==> config.mk <==
export PLATFORM = sky130hd
export DESIGN_NAME = block_downscale_engine_flat
export DESIGN_NICKNAME = d
export VERILOG_FILES = /design/src/rtl/block_downscale_engine_if.sv /design/src/rtl/block_downscale_engine.sv /design/src/flat_wrapper.sv
export SDC_FILE = /design/constraint.sdc
export NUM_CORES = 1
export LEC_CHECK = 0
export BUFFER_PORTS_ARGS = -buffer_cell sky130_fd_sc_hd__buf_4
export CORE_ASPECT_RATIO = 0.9
export CORE_MARGIN = 5
export CORE_UTILIZATION = 55
export CTS_CLUSTER_SIZE = 12
export DETAILED_ROUTE_END_ITERATION = 16
export GPL_TIMING_DRIVEN = 0
export PLACE_DENSITY = 0.74
export SYNTH_ARGS = -nofsm -noshare
export SYNTH_HDL_FRONTEND = slang
export SYNTH_SLANG_ARGS = --single-unit
==> constraint.sdc <==
create_clock -name clk -period 4.9 [get_ports clk]
set_clock_uncertainty 0.2 [all_clocks]
set_input_delay 0.49 -clock clk [delete_from_list [all_inputs] [get_ports clk]]
set_output_delay 0.49 -clock clk [all_outputs]
set_load 0.02 [all_outputs]
==> src/rtl/block_downscale_engine_if.sv <==
// Handshake and RAM-port bundle for the block downscaler.
// The engine uses the master view; the host/RAM side uses the slave view.
interface block_downscale_engine_if #(
  parameter int ADDR_W = 17,
  parameter int DATA_W = 8
);
  logic              start;
  logic [1:0]        mode;
  logic              busy;
  logic              done;
  logic              rd_en;
  logic [ADDR_W-1:0] rd_addr;
  logic [DATA_W-1:0] rd_data;
  logic              wr_en;
  logic [ADDR_W-1:0] wr_addr;
  logic [DATA_W-1:0] wr_data;

  modport master (
    input  start, mode, rd_data,
    output busy, done, rd_en, rd_addr, wr_en, wr_addr, wr_data
  );

  modport slave (
    output start, mode, rd_data,
    input  busy, done, rd_en, rd_addr, wr_en, wr_addr, wr_data
  );
endinterface

==> src/rtl/block_downscale_engine.sv <==
// Frame downscaler: walks the source frame in FxF blocks, reads K pixels per block
// from a fixed-latency RAM and writes one averaged or nearest pixel per block.
module block_downscale_engine #(
  parameter int SRC_W  = 320,
  parameter int SRC_H  = 240,
  parameter int ADDR_W = 17,
  parameter int DATA_W = 8,
  parameter int RD_LAT = 2
) (
  input  logic                     clk,
  input  logic                     rst,
  block_downscale_engine_if.master bus
);

  typedef enum logic [2:0] {IDLE, ISSUE, DRAIN, WRITE, FIN} state_t;

  localparam int ACC_W = DATA_W + 4;
  // Address jumps: end of a block row to the next row, and last block of a row to the next block row.
  localparam logic [ADDR_W-1:0] DY_STEP2  = ADDR_W'(SRC_W - 1);
  localparam logic [ADDR_W-1:0] DY_STEP4  = ADDR_W'(SRC_W - 3);
  localparam logic [ADDR_W-1:0] ROW_STEP2 = ADDR_W'(SRC_W + 2);
  localparam logic [ADDR_W-1:0] ROW_STEP4 = ADDR_W'(3 * SRC_W + 4);
  localparam logic [ADDR_W-1:0] LAST_COL2 = ADDR_W'(SRC_W / 2 - 1);
  localparam logic [ADDR_W-1:0] LAST_COL4 = ADDR_W'(SRC_W / 4 - 1);
  localparam logic [ADDR_W-1:0] LAST_BLK2 = ADDR_W'((SRC_W / 2) * (SRC_H / 2) - 1);
  localparam logic [ADDR_W-1:0] LAST_BLK4 = ADDR_W'((SRC_W / 4) * (SRC_H / 4) - 1);

  state_t            state;
  logic              scale4;
  logic              nearest;
  logic [4:0]        rd_cnt;
  logic [4:0]        cap_cnt;
  logic [4:0]        k;
  logic [1:0]        dx;
  logic [1:0]        last_dx;
  logic [ADDR_W-1:0] blk_addr;
  logic [ADDR_W-1:0] next_blk;
  logic [ADDR_W-1:0] bx;
  logic [ADDR_W-1:0] wr_cnt;
  logic [ACC_W-1:0]  acc;
  logic [ACC_W-1:0]  acc_sum;
  logic [DATA_W-1:0] result;
  logic [RD_LAT-1:0] vld;
  logic              last_col;
  logic              last_blk;
  logic              last_cap;

  // NOTE: combinational logic uses blocking '=' with every output assigned; registers below use only '<='.
  always_comb begin
    k        = nearest ? 5'd1 : (scale4 ? 5'd16 : 5'd4);
    last_dx  = scale4 ? 2'd3 : 2'd1;
    last_col = (bx == (scale4 ? LAST_COL4 : LAST_COL2));
    last_blk = (wr_cnt == (scale4 ? LAST_BLK4 : LAST_BLK2));
    next_blk = blk_addr + (last_col ? (scale4 ? ROW_STEP4 : ROW_STEP2)
                                    : (scale4 ? ADDR_W'(4) : ADDR_W'(2)));
    acc_sum  = acc + ACC_W'(bus.rd_data);
    last_cap = vld[RD_LAT-1] && (cap_cnt == k - 5'd1);
    if (nearest)     result = acc_sum[DATA_W-1:0];
    else if (scale4) result = acc_sum[DATA_W+3:4];
    else             result = acc_sum[DATA_W+1:2];
  end

  always_ff @(posedge clk) begin
    if (rst) begin
      state       <= IDLE;
      scale4      <= 1'b0;
      nearest     <= 1'b0;
      rd_cnt      <= '0;
      cap_cnt     <= '0;
      dx          <= '0;
      blk_addr    <= '0;
      bx          <= '0;
      wr_cnt      <= '0;
      acc         <= '0;
      vld         <= '0;
      bus.busy    <= 1'b0;
      bus.done    <= 1'b0;
      bus.rd_en   <= 1'b0;
      bus.rd_addr <= '0;
      bus.wr_en   <= 1'b0;
      bus.wr_addr <= '0;
      bus.wr_data <= '0;
    end else begin
      // Valid tag travels alongside the read so returning data is matched without a counter per request.
      vld       <= RD_LAT'({vld, bus.rd_en});
      bus.wr_en <= 1'b0;
      bus.done  <= 1'b0;
      if (vld[RD_LAT-1]) begin
        acc     <= acc_sum;
        cap_cnt <= cap_cnt + 5'd1;
      end

      case (state)
        IDLE: if (bus.start) begin
          scale4      <= bus.mode[0];
          nearest     <= bus.mode[1];
          bus.busy    <= 1'b1;
          bus.rd_en   <= 1'b1;
          bus.rd_addr <= '0;
          blk_addr    <= '0;
          bx          <= '0;
          wr_cnt      <= '0;
          rd_cnt      <= 5'd1;
          dx          <= '0;
          acc         <= '0;
          cap_cnt     <= '0;
          state       <= ISSUE;
        end

        ISSUE: if (rd_cnt == k) begin
          bus.rd_en <= 1'b0;
          state     <= DRAIN;
        end else begin
          rd_cnt <= rd_cnt + 5'd1;
          if (dx == last_dx) begin
            dx          <= '0;
            bus.rd_addr <= bus.rd_addr + (scale4 ? DY_STEP4 : DY_STEP2);
          end else begin
            dx          <= dx + 2'd1;
            bus.rd_addr <= bus.rd_addr + ADDR_W'(1);
          end
        end

        DRAIN: if (last_cap) begin
          bus.wr_en   <= 1'b1;
          bus.wr_addr <= wr_cnt;
          bus.wr_data <= result;
          state       <= WRITE;
        end

        WRITE: if (last_blk) begin
          bus.done <= 1'b1;
          state    <= FIN;
        end else begin
          wr_cnt      <= wr_cnt + ADDR_W'(1);
          bx          <= last_col ? '0 : bx + ADDR_W'(1);
          blk_addr    <= next_blk;
          bus.rd_addr <= next_blk;
          bus.rd_en   <= 1'b1;
          rd_cnt      <= 5'd1;
          dx          <= '0;
          acc         <= '0;
          cap_cnt     <= '0;
          state       <= ISSUE;
        end

        FIN: begin
          bus.busy <= 1'b0;
          state    <= IDLE;
        end

        default: state <= IDLE;
      endcase
    end
  end

endmodule

==> src/flat_wrapper.sv <==
// flat-port wrapper written by rule: the top's interface ports become plain ports
module block_downscale_engine_flat 
#(
  parameter int SRC_W  = 320,
  parameter int SRC_H  = 240,
  parameter int ADDR_W = 17,
  parameter int DATA_W = 8,
  parameter int RD_LAT = 2
)
  (clk, rst, bus_start, bus_mode, bus_rd_data, bus_busy, bus_done, bus_rd_en, bus_rd_addr, bus_wr_en, bus_wr_addr, bus_wr_data);
  block_downscale_engine_if #(.ADDR_W(ADDR_W), .DATA_W(DATA_W)) bus_i ();
  input  logic clk;
  input  logic rst;
  input wire logic [$bits(bus_i.start)-1:0] bus_start;
  input wire logic [$bits(bus_i.mode)-1:0] bus_mode;
  input wire logic [$bits(bus_i.rd_data)-1:0] bus_rd_data;
  output wire logic [$bits(bus_i.busy)-1:0] bus_busy;
  output wire logic [$bits(bus_i.done)-1:0] bus_done;
  output wire logic [$bits(bus_i.rd_en)-1:0] bus_rd_en;
  output wire logic [$bits(bus_i.rd_addr)-1:0] bus_rd_addr;
  output wire logic [$bits(bus_i.wr_en)-1:0] bus_wr_en;
  output wire logic [$bits(bus_i.wr_addr)-1:0] bus_wr_addr;
  output wire logic [$bits(bus_i.wr_data)-1:0] bus_wr_data;
  assign bus_i.start = bus_start;
  assign bus_i.mode = bus_mode;
  assign bus_i.rd_data = bus_rd_data;
  assign bus_busy = bus_i.busy;
  assign bus_done = bus_i.done;
  assign bus_rd_en = bus_i.rd_en;
  assign bus_rd_addr = bus_i.rd_addr;
  assign bus_wr_en = bus_i.wr_en;
  assign bus_wr_addr = bus_i.wr_addr;
  assign bus_wr_data = bus_i.wr_data;
  block_downscale_engine #(.SRC_W(SRC_W), .SRC_H(SRC_H), .ADDR_W(ADDR_W), .DATA_W(DATA_W), .RD_LAT(RD_LAT)) u_core (.clk(clk), .rst(rst), .bus(bus_i));
endmodule
==> key figures, run 1 <==
Clocking
  • CTS buffer count: 17
  • CTS H-Tree Depth: 4
  • Root buffer cell: clkbuf_16
  • Clock Path Buffers: 2
  • Clk_lat worst skew: around 0.42 ns
  • CTS tree: built
  • Clock sink count: 127
  • Clk slew on worst S/H paths: ~0.06 ns

Timing
  • Slew Limit Fails: 0
  • Unrepaired setup endpoints after global routing: no
  • Setup TNS: 0 ns
  • Setup ws final: 0.6074 ns
  • Crit share post-route: between 80% and 90%
  • Worst slack on hold paths: 0.1323 ns
  • # setup viols final: 0
  • Fmax: 233.0 MHz
  • Slew headroom: a little over two fifths
  • Fin crit period: between 4 and 5 ns
  • Worst slew pin tran: about 0.86 ns
  • Final hold viol count: 0

Logic synthesis
  • Compound-cell area share of the yosys netlist: between 20 and 25%
  • Synth cell types: 74
  • Syn nets: 873
  • Mapped cell area: ~0.0068 mm²
  • Async S/R FF share, synth: 0%
  • EDFF count, synth: 0
  • Synth Warn #: 0
  • Multiplexer share of the synthesized area: around 2.3%
  • Simple-Gate Fraction of Synth Area: 23.25%
  • Largest family of logic cells by synthesized area: simple AND/OR/NAND/NOR gates
  • Synth Flop Type: dfxtp_1
  • Yosys top cell area share: between 30% and 40%
  • Area leader, netlist: dfxtp_1
  • Adder-cell area share of the yosys netlist: 5.211%
  • Synth area leaders: dfxtp_1 (37%), nand2_1 (5.3%), nor2_1 (5.1%)
  • Synth Area in XOR/XNOR: between 7 and 8%
  • Mean Syn Cell Area: 8.167 µm²
  • Synth Instances: ~840
  • FF+latch count, synth: about 130
  • Register area share after synthesis: a little under two fifths

Critical path
  • Largest stage delay, worst path: 0.55 ns
  • Cell Chain, Critical Path: clkbuf_2 > clkinvlp_4 > ha_1 > fa_1 > and3_1 > clkbuf_1 > a31oi_1 > o32a_1 > o31ai_1 > o21ai_0 > xor2_1 > o32ai_1
  • Critical path's slowest cell: dfxtp_1
  • Arr. time, crit path: about 4.4 ns
  • Critical Path RT: approximately 5 ns
  • Crit path max fanout: 10
  • Critical path type: register to register
  • Setup crit start kind: register
  • Crit end category: register

Power and ir drop
  • Comb pwr share: between 8 and 9%
  • Clock Power Share: between 40 and 50%
  • Cell Pwr Density: approximately 310 mW/mm²
  • Switch share: around 24%
  • Reg power frac: between 40% and 50%
  • Pint: ~1.9 mW
  • P_leak: 3.081 nW
  • Sw Pwr: 609.1 µW
  • Worst vdd ir: approximately 0.00024 V

Outcome
  • Outcome: completed

Floorplanning
  • I/O Pins: around 60
  • DIE HEIGHT: 115.6 µm
  • Die extent in x: ~130 µm
  • Initial Utilization: 56.24%
  • Core area: around 0.012 mm²
  • Die area: between 0.01 and 0.015 mm²
  • Rows: 38

Placed design
  • Inst Count DP: around 1.1k
  • Gp weighted congestion: 0.9146
  • HPWL after detailed placement: around 14 mm
  • IO Port Bufs: between 50 and 60
  • Worst slack at placement: about 0.20 ns

Final layout
  • Share of layout cells above drive strength 1: between 10% and 20%
  • Antenna cells: 0
  • Register area: approximately 0.0025 mm²
  • Finished Layout Cells: 1082
  • Nets: 949
  • Fillers: around 1k
  • Area Overhead vs Synth: 17.71%
  • Area of the multi-input gates: about 0.0040 mm²

Global routing
  • First-pass GRT wire length: roughly 32 mm
  • Total congestion overflow: 0
  • Initial antenna violation count: 0
  • Largest net degree at the start of global routing: 17
  • GRT Total Usage: 26.71%
  • Number of global-route vias before repair: roughly 6.4k

Worst hold path
  • Type of the worst min-delay path: primary input to register

Detailed routing
  • Via count: about 6.6k
  • First-pass DRT Iterations: 5
  • WL/cell: 17.71 µm
  • Detailed Route Iter0 Violations: 608
  • Via density: around 6.1
  • DR DRC count: 0
  • ANT nets after route: 0
  • Overall routed net length: between 15 and 20 mm

Run
  • Max-cap viol count: 0
## critical path: cells and delay by family (launching register included)
family	cells	cell delay (ns)
simple gates	1	0.21
compound gates	5	1.18
fa+ha+maj	2	0.77
xor+xnor	1	0.26
flops	1	0.55
buf+inv	3	0.95
## path summary, 6_finish.rpt
kind                              start                                   to  slack, ns  cells after the start
max          u_core.scale4$_SDFFE_PP0P_  u_core.bus.rd_addr[13]$_SDFFE_PP0P_       0.61                     12
min                         bus_mode[1]          u_core.nearest$_SDFFE_PP0P_       0.13                      3
max reg2reg  u_core.scale4$_SDFFE_PP0P_  u_core.bus.rd_addr[13]$_SDFFE_PP0P_       0.61                     12
min reg2reg    u_core.vld[0]$_SDFF_PP0_             u_core.vld[1]$_SDFF_PP0_       0.23                      1
## registers in the layout, indices dropped and copies added, names as in the netlist
| name | flops |
|---|---|
| u_core.bus.done | 1 |
| u_core.dx | 2 |
| u_core.wr_cnt | 17 |
| u_core.state | 3 |
| u_core.acc | 12 |
| u_core.bus.busy | 1 |
| u_core.blk_addr | 16 |
| u_core.rd_cnt | 5 |
| u_core.bus.rd_addr | 17 |
| u_core.vld | 2 |
| u_core.bus.wr_addr | 17 |
| u_core.cap_cnt | 5 |
| u_core.bx | 17 |
| u_core.bus.wr_data | 8 |
| u_core.bus.rd_en | 1 |
| u_core.bus.wr_en | 1 |
| u_core.scale4 | 1 |
| u_core.nearest | 1 |
## cells in the final DEF (no fill, tap or decap), types with 21 or more instances in the layout
cell type,synthesis,layout
a21oi_1,58,58
buf_4,0,57
clkbuf_1,34,37
dfxtp_1,127,127
ha_1,22,22
nand2_1,97,97
nand3_1,30,30
nand4_1,21,21
nor2_1,93,93
nor3_1,24,24
o21ai_0,35,35
xnor2_1,29,29
xor2_1,31,31
## synthesized netlist by cell type (all sizes together), types with 4 or more instances
master and number:
nand3 30, nor3 25, o211ai 8, o31ai 6, and2 8, mux2i 11
xnor2 29, o32ai 5, o22ai 4, a21oi 59, nor2b 6, mux2 4
nand2 97, nand3b 4, clkbuf 35, nor2 94, or3 13, a311oi 6
o21ai 36, nand4 21, and3 15, ha 22, o21bai 4, nor4 5
a31oi 9, a21o 12, dfxtp 127, buf 12, inv 19, xor2 31
a211oi 13
## metrics by stage
step	power (mW)	cell area [µm²]	util [%]
global placement	1.292	7447	61.42
floorplan	1.224	6819	-
CTS	2.522	8021	66.16
detailed placement	1.297	7447	61.42
finish	2.525	8026	66.20
global route	2.598	8026	66.20
## final cells by class
cell class	count	share of cell area (%)
well taps	160	2.494
plain buffers	47	2.432
multi-input cells	641	49.93
repair buffers	57	5.331
clock buffers	24	6.126
clock inverters	6	1.029
inverters	20	0.9821
flip-flops and latches	127	31.68
## power groups by stage
stage / logic (mW) / registers [mW] / clock network, mW
6_report: 0.220 / 1.06 / 1.24
5_1_grt: 0.240 / 1.06 / 1.30
4_1_cts: 0.217 / 1.06 / 1.24
3_5_place_dp: 0.214 / 1.08 / 0
3_3_place_gp: 0.210 / 1.08 / 0
2_1_floorplan: 0.136 / 1.09 / 0
## layer usage
metal | vias up | wire (µm) | GRT usage [%]
li1 | 3176 | - | -
met2 | 273 | 8914 | 42.86
met5 | - | 0 | 0
met1 | 3091 | 8174 | 34.19
met3 | 37 | 1643 | 6.728
met4 | 0 | 432 | 12.01
## cell families after synthesis
kind of cell               after synthesis
and+or+nand+nor                        334
AOI/OAI and AO/OA                      205
DFF                                    127
buffers and inverters                   67
xor gates and xnor gates                60
adders and majority gates               27
muxes                                   15
## repair_timing
action                     4_1_cts  5_1_grt
setup endpoints to repair        0        4
hold buffers                     0        0
gates resized for setup          0        2
buffers inserted                 0        0
No activity file was read; power rests on OpenSTA's default activity.
==> inputs of run 2 (changes only) <==
CORE_MARGIN = 10   (was 5)
CORE_UTILIZATION = 40   (was 55)
PLACE_DENSITY = unset   (was 0.74)
clock period = 3.9 ns   (was 4.9 ns; I/O delays follow)
==> run 2 against run 1 <==
Against the previous run:
- sequential power is 25% higher
- via count is 3.3% lower
- setup slack worse by 0.40 ns
- fmax is 16% higher
- non-clock buffer count stayed put
- global-route usage is 9.5 points lower
- flip-flop and latch count stayed put
==> key figures, run 2 (synthesis gave the netlist of run 1 again) <==
Timing
  • Fin crit period: 3.694 ns (-0.5981 ns)
  • # setup viols final: 0 (unchanged)
  • Worst slew pin tran: 0.7378 ns (-0.1225 ns)
  • Final hold viol count: 0 (unchanged)
  • Slew headroom: 50.39% (+8.2 points)
  • Fmax: 270.7 MHz (+16%)
  • Unrepaired setup endpoints after global routing: no
  • Slew Limit Fails: 0 (unchanged)
  • Worst slack on hold paths: 0.02224 ns (-0.1100 ns)
  • Crit share post-route: 94.73% (+7.1 points)

Worst hold path
  • Hold path endpoint: u_core.scale4$_SDFFE_PP0P_
  • Worst hold start: bus_mode[0]
  • Type of the worst min-delay path: primary input to register
  • Hold Path Depth: 3 (unchanged)

Critical path
  • Worst reg2reg setup slack: 0.21 ns (-0.40 ns)
  • Critical R2R Launch: u_core.scale4$_SDFFE_PP0P_
  • Arr. time, crit path: 3.78 ns (-0.60 ns)
  • Critical Path RT: 3.98 ns (-1.00 ns)
  • Setup crit start kind: register
  • RR Endpoint: u_core.bus.rd_addr[13]$_SDFFE_PP0P_
  • Critical path type: register to register
  • Reg2Reg Depth: 12 (unchanged)
  • Crit path max fanout: 10 (unchanged)
  • Crit end category: register

Global routing
  • First-pass GRT wire length: 31.22 mm (-1.0%)
  • Largest net degree at the start of global routing: 17 (unchanged)
  • GRT Total Usage: 17.20% (-9.5 points)
  • Initial antenna violation count: 0 (unchanged)
  • Number of global-route vias before repair: 5875 (-7.7%)
  • Total congestion overflow: 0 (unchanged)

Power and ir drop
  • P_leak: 3.090 nW (+0.29%)
  • Cell Pwr Density: 392.8 mW/mm² (+25%)
  • Worst vdd ir: 0.0003160 V (+29%)
  • Pwr Total: 3.190 mW (+26%)

Final layout
  • Register area: 0.002544 mm² (about the same)
  • Nets: 949 (unchanged)
  • Share of layout cells above drive strength 1: 12.88% (+0.95 points)
  • Most common cell after layout, fill and taps aside: dfxtp_1
  • Fillers: 1620 (+60%)
  • Antenna cells: 0 (unchanged)
  • Commonest cells after routing, fill and taps aside: dfxtp_1 (126), nand2_1 (97), nor2_1 (93), buf_4 (58), a21oi_1 (57)
  • Final Util: 48.40% (-18 points)
  • Post-route cell area: 0.008122 mm² (+1.2%)
  • Area Overhead vs Synth: 19.10%
  • Area of the multi-input gates: 0.004024 mm² (+0.41%)

Clocking
  • CTS tree: built
  • Hold-fix buffers at CTS: 0 (unchanged)
  • CTS H-Tree Depth: 4 (unchanged)
  • Clock sink count: 127 (unchanged)
  • Resize count post-CTS: 4 (+4)
  • Root buffer cell: clkbuf_16
  • CTS buffer count: 17 (unchanged)
  • Clock Path Buffers: 2 (unchanged)
  • Clk_lat worst skew: 0.43 ns (about the same)
  • Postcts setup bufs: 0 (unchanged)
  • Clk slew on worst S/H paths: 0.07 ns (about the same)

Detailed routing
  • ANT nets after route: 0 (unchanged)
  • Detailed Route Iter0 Violations: 374 (-38%)
  • WL/cell: 17.08 µm (-3.6%)
  • Via count: 6358 (-3.3%)
  • DR DRC count: 0 (unchanged)
  • Via density: 5.602 (-7.8%)
  • First-pass DRT Iterations: 5 (unchanged)
  • Overall routed net length: 19.39 mm (+1.2%)

Floorplanning
  • Die extent in x: 157.6 µm (+24%)
  • Rows: 45 (+18%)
  • Core area: 0.01678 mm² (+38%)
  • Initial Utilization: 40.64% (-16 points)
  • DIE HEIGHT: 143.9 µm (+24%)
  • I/O Pins: 59 (unchanged)
  • Die area: 0.02268 mm² (+54%)

Outcome
  • Outcome: completed

Placed design
  • IO Port Bufs: 57 (unchanged)
  • Area after DPL: 0.007511 mm² (+0.86%)
  • HPWL after detailed placement: 13.97 mm (+1.5%)
  • Gp weighted congestion: 0.8541 (-6.6%)

Run
  • Max-cap viol count: 0 (unchanged)
[run 2: cell type report]
class / count / area share (%)
multi-input cells: 641 / 49.55
clock buffers: 17 / 5.238
inverters: 20 / 0.9398
flip-flops and latches: 127 / 31.32
plain buffers: 47 / 2.434
well taps: 211 / 3.251
clock inverters: 15 / 2.003
repair buffers: 57 / 5.269
[run 2: per-stage QoR]
step                TNS, ns  instances  setup slack (ns)
floorplan                 0        835            0.4882
detailed placement   -11.14       1103           -0.8513
finish                    0       1135            0.2056
CTS                       0       1135           0.06661
global placement     -11.19       1103           -0.8392
global route              0       1135           0.01286
[run 2: where the power goes]
part	total, mW	internal [mW]	switching, mW	leakage, nW
clock network	1.58	0.860	0.723	0.288
logic	0.275	0.0948	0.180	1.78
registers	1.33	1.31	0.0184	1.03
total	3.19	2.27	0.921	3.09
[run 2: worst max path at each step]
stage	slack, ns	startpoint	cells past startpoint	end
6_report	0.21	u_core.scale4$_SDFFE_PP0P_	12	u_core.bus.rd_addr[13]$_SDFFE_PP0P_
2_1_floorplan	0.49	u_core.scale4$_SDFFE_PP0P_	12	u_core.blk_addr[13]$_SDFFE_PP0P_
3_3_place_gp	-0.84	u_core.scale4$_SDFFE_PP0P_	12	u_core.bus.rd_addr[13]$_SDFFE_PP0P_
3_5_place_dp	-0.85	u_core.scale4$_SDFFE_PP0P_	12	u_core.bus.rd_addr[13]$_SDFFE_PP0P_
5_1_grt	0.01	u_core.scale4$_SDFFE_PP0P_	12	u_core.bus.rd_addr[13]$_SDFFE_PP0P_
4_1_cts	0.07	u_core.scale4$_SDFFE_PP0P_	12	u_core.bus.rd_addr[13]$_SDFFE_PP0P_
[run 2: worst max-delay path, cell delays in order (launching register included)]
cell and delay [ns]:
dfxtp_2 0.47, buf_4 0.27, clkinv_2 0.24, ha_1 0.30, fa_1 0.44, and3_1 0.21, clkbuf_1 0.16, a31oi_2 0.31
o32a_1 0.18, o31ai_1 0.10, o21ai_1 0.24, xor2_1 0.26, o32ai_1 0.14
[run 2: layer usage]
metal  wire, µm  share of wire [%]  track usage, %  up-vias
met1       9551                 49           23.43     2995
met3       1214                6.3           4.601       22
met2       8367                 43           26.13      158
met5          0                  0               0        -
met4        253                1.3           4.671        0
li1           -                  -               -     3183
==> inputs of run 3 (changes only) <==
CORE_UTILIZATION = 45   (was 40)
CTS_BUF_LIST = sky130_fd_sc_hd__clkbuf_2   (was unset)
clock period = 4.5 ns   (was 3.9 ns; I/O delays follow)
==> run 3 against run 2 <==
Against the previous run:
- via count increased by 2.3%
- sequential power down 13%
- critical path depth unchanged
- die area shrank 9.7%
- design area is 4.2% lower
- routed wire length increased by 2.6%
- power down 34%
- global-route usage rose by 2.2 points
- hold slack improved by 0.047 ns
- combinational power shrank 11%
- critical path type unchanged
- largest power group is now sequential cells
==> key figures, run 3 (synthesis gave the netlist of run 1 again) <==
Outcome
  • Outcome: completed

Critical path
  • Critical path startpoint: u_core.scale4$_SDFFE_PP0P_
  • Cell Chain, Critical Path: buf_2 > clkinv_2 > ha_1 > fa_1 > and3_1 > clkbuf_1 > a31oi_1 > o32a_1 > o31ai_1 > o21ai_0 > nand2_1 > a311oi_1
  • Critical path type: register to register
  • Crit end category: register
  • Critical R2R Launch: u_core.scale4$_SDFFE_PP0P_
  • Largest stage delay, worst path: 0.53 ns (+0.06 ns)
  • Crit path max fanout: 10 (unchanged)
  • Setup crit start kind: register
  • Critical Path RT: 4.93 ns (+0.95 ns)
  • Critical path's slowest cell: dfxtp_2
  • Arr. time, crit path: 4.54 ns (+0.76 ns)

Timing
  • Crit share post-route: 91.31% (-3.4 points)
  • Slew headroom: 37.45% (-13 points)
  • Fin crit period: 4.109 ns (+0.4145 ns)
  • Slew Limit Fails: 0 (unchanged)
  • Final hold viol count: 0 (unchanged)
  • Worst slack on hold paths: 0.06942 ns (+0.04718 ns)
  • Worst slew pin tran: 0.9302 ns (+0.1924 ns)
  • Unrepaired setup endpoints after global routing: no
  • Setup TNS: 0 ns (unchanged)
  • Setup ws final: 0.3910 ns (+0.1855 ns)
  • # setup viols final: 0 (unchanged)
  • Fmax: 243.4 MHz (-10%)

Detailed routing
  • First-pass DRT Iterations: 5 (unchanged)
  • Via density: 5.769 (+3.0%)
  • DR DRC count: 0 (unchanged)
  • Via count: 6507 (+2.3%)
  • Detailed Route Iter0 Violations: 554 (+48%)
  • WL/cell: 17.63 µm (+3.2%)
  • Overall routed net length: 19.89 mm (+2.6%)
  • ANT nets after route: 0 (unchanged)

Global routing
  • GRT Total Usage: 19.36% (+2.2 points)
  • Number of global-route vias before repair: 6227 (+6.0%)
  • Total congestion overflow: 0 (unchanged)
  • First-pass GRT wire length: 31.84 mm (+2.0%)
  • Largest net degree at the start of global routing: 17 (unchanged)
  • Initial antenna violation count: 0 (unchanged)

Floorplanning
  • DIE HEIGHT: 136.8 µm (-4.9%)
  • Die area: 0.02048 mm² (-9.7%)
  • Die extent in x: 149.8 µm (-5.0%)
  • Initial Utilization: 46.18% (+5.5 points)
  • Core area: 0.01477 mm² (-12%)
  • Rows: 42 (-6.7%)
  • I/O Pins: 59 (unchanged)

Final layout
  • Most common cell after layout, fill and taps aside: dfxtp_1
  • Antenna cells: 0 (unchanged)
  • Final Util: 52.70% (+4.3 points)
  • Share of layout cells above drive strength 1: 12.47% (-0.41 points)
  • Nets: 955 (+0.63%)
  • Area Overhead vs Synth: 14.13%
  • Commonest cells after routing, fill and taps aside: dfxtp_1 (126), nand2_1 (97), nor2_1 (93), a21oi_1 (58), buf_4 (57)

Clocking
  • CTS buffer count: 17 (unchanged)
  • Clock sink count: 127 (unchanged)
  • Root buffer cell: clkbuf_2
  • CTS H-Tree Depth: 4 (unchanged)
  • CTS tree: built
  • Clk slew on worst S/H paths: 0.26 ns (+0.19 ns)
  • Clk_lat worst skew: 0.75 ns (+0.32 ns)
  • Clock Path Buffers: 2 (unchanged)

Run
  • Max-cap viol count: 0 (unchanged)

Power and ir drop
  • P_leak: 2.955 nW (-4.4%)
  • Cell Pwr Density: 269.7 mW/mm² (-31%)
  • Worst vdd ir: 0.0001685 V (-47%)
  • Pwr Total: 2.099 mW (-34%)

Placed design
  • IO Port Bufs: 57 (unchanged)
  • Worst slack at placement: -0.3011 ns (+0.5502 ns)
  • Gp weighted congestion: 0.8694 (+1.8%)
  • HPWL after detailed placement: 14.64 mm (+4.8%)

Worst hold path
  • Worst hold start: bus_rd_data[2]
  • Type of the worst min-delay path: primary input to register
[run 3: cell count changes in the layout (fill, tap and decap cells not counted), sizes merged]
| cell | change |
|---|---|
| clkinv | -3 |
| clkinvlp | +3 |
| dlygate4sd3 | +6 |
[run 3: critical path, delay by kind of cell (launching register included)]
family                     cells  cell delay [ns]
adders and majority gates      2             0.76
and+or+nand+nor                2             0.31
buffers and inverters          3             0.83
AOI/OAI and AO/OA              5             1.36
DFF                            1             0.53
[run 3: repair_timing]
| item | in CTS | in global routing |
|---|---|---|
| hold endpoints to repair | 7 | 1 |
| cloned | 0 | 0 |
| buffers inserted | 0 | 0 |
| endpoints found under the setup margin | 15 | 4 |
| resized for setup | 2 | 1 |
| pin swaps | 0 | 0 |
| hold buffers | 5 | 1 |
[run 3: stage by stage]
stage               area (µm²)  std cells
global route              7782       1128
global placement          7495       1090
floorplan                 6819        835
detailed placement        7495       1090
CTS                       7771       1127
finish                    7782       1128
[run 3: path summary, 6_finish.rpt]
path / to / slack [ns] / cells after the start
max: u_core.blk_addr[13]$_SDFFE_PP0P_ / 0.39 / 12
max reg2reg: u_core.blk_addr[13]$_SDFFE_PP0P_ / 0.39 / 12
min reg2reg: u_core.vld[1]$_SDFF_PP0_ / 0.27 / 1
min: u_core.acc[2]$_SDFF_PP0_ / 0.07 / 4
[run 3: power by group]
part           internal [mW]  switching, mW  leakage [nW]
clock                  0.172          0.525         0.128
sequential              1.14         0.0159          1.03
combinational         0.0852          0.159          1.80
total                   1.40          0.699          2.95
[run 3: final cells by class]
cell class,instances,area [µm²]
Buffer,47,195.2
Clock inverter,15,138.9
Clock buffer,17,85.08
Tap cell,198,247.7
Timing Repair Buffer,63,488.0
Fill cell,1427,6984
Sequential cell,127,2544
Inverter,20,76.32
Multi-Input combinational cell,641,4008
[run 3: layer usage]
| layer | part of all wire, % | GRT usage, % | vias to the layer above | routed length, µm |
|---|---|---|---|---|
| li1 | - | - | 3186 | - |
| met1 | 46 | 24.64 | 3098 | 9191 |
| met2 | 46 | 31.64 | 191 | 9091 |
| met3 | 6.5 | 4.919 | 32 | 1285 |
| met4 | 1.6 | 5.771 | 0 | 320 |
| met5 | 0 | 0 | - | 0 |
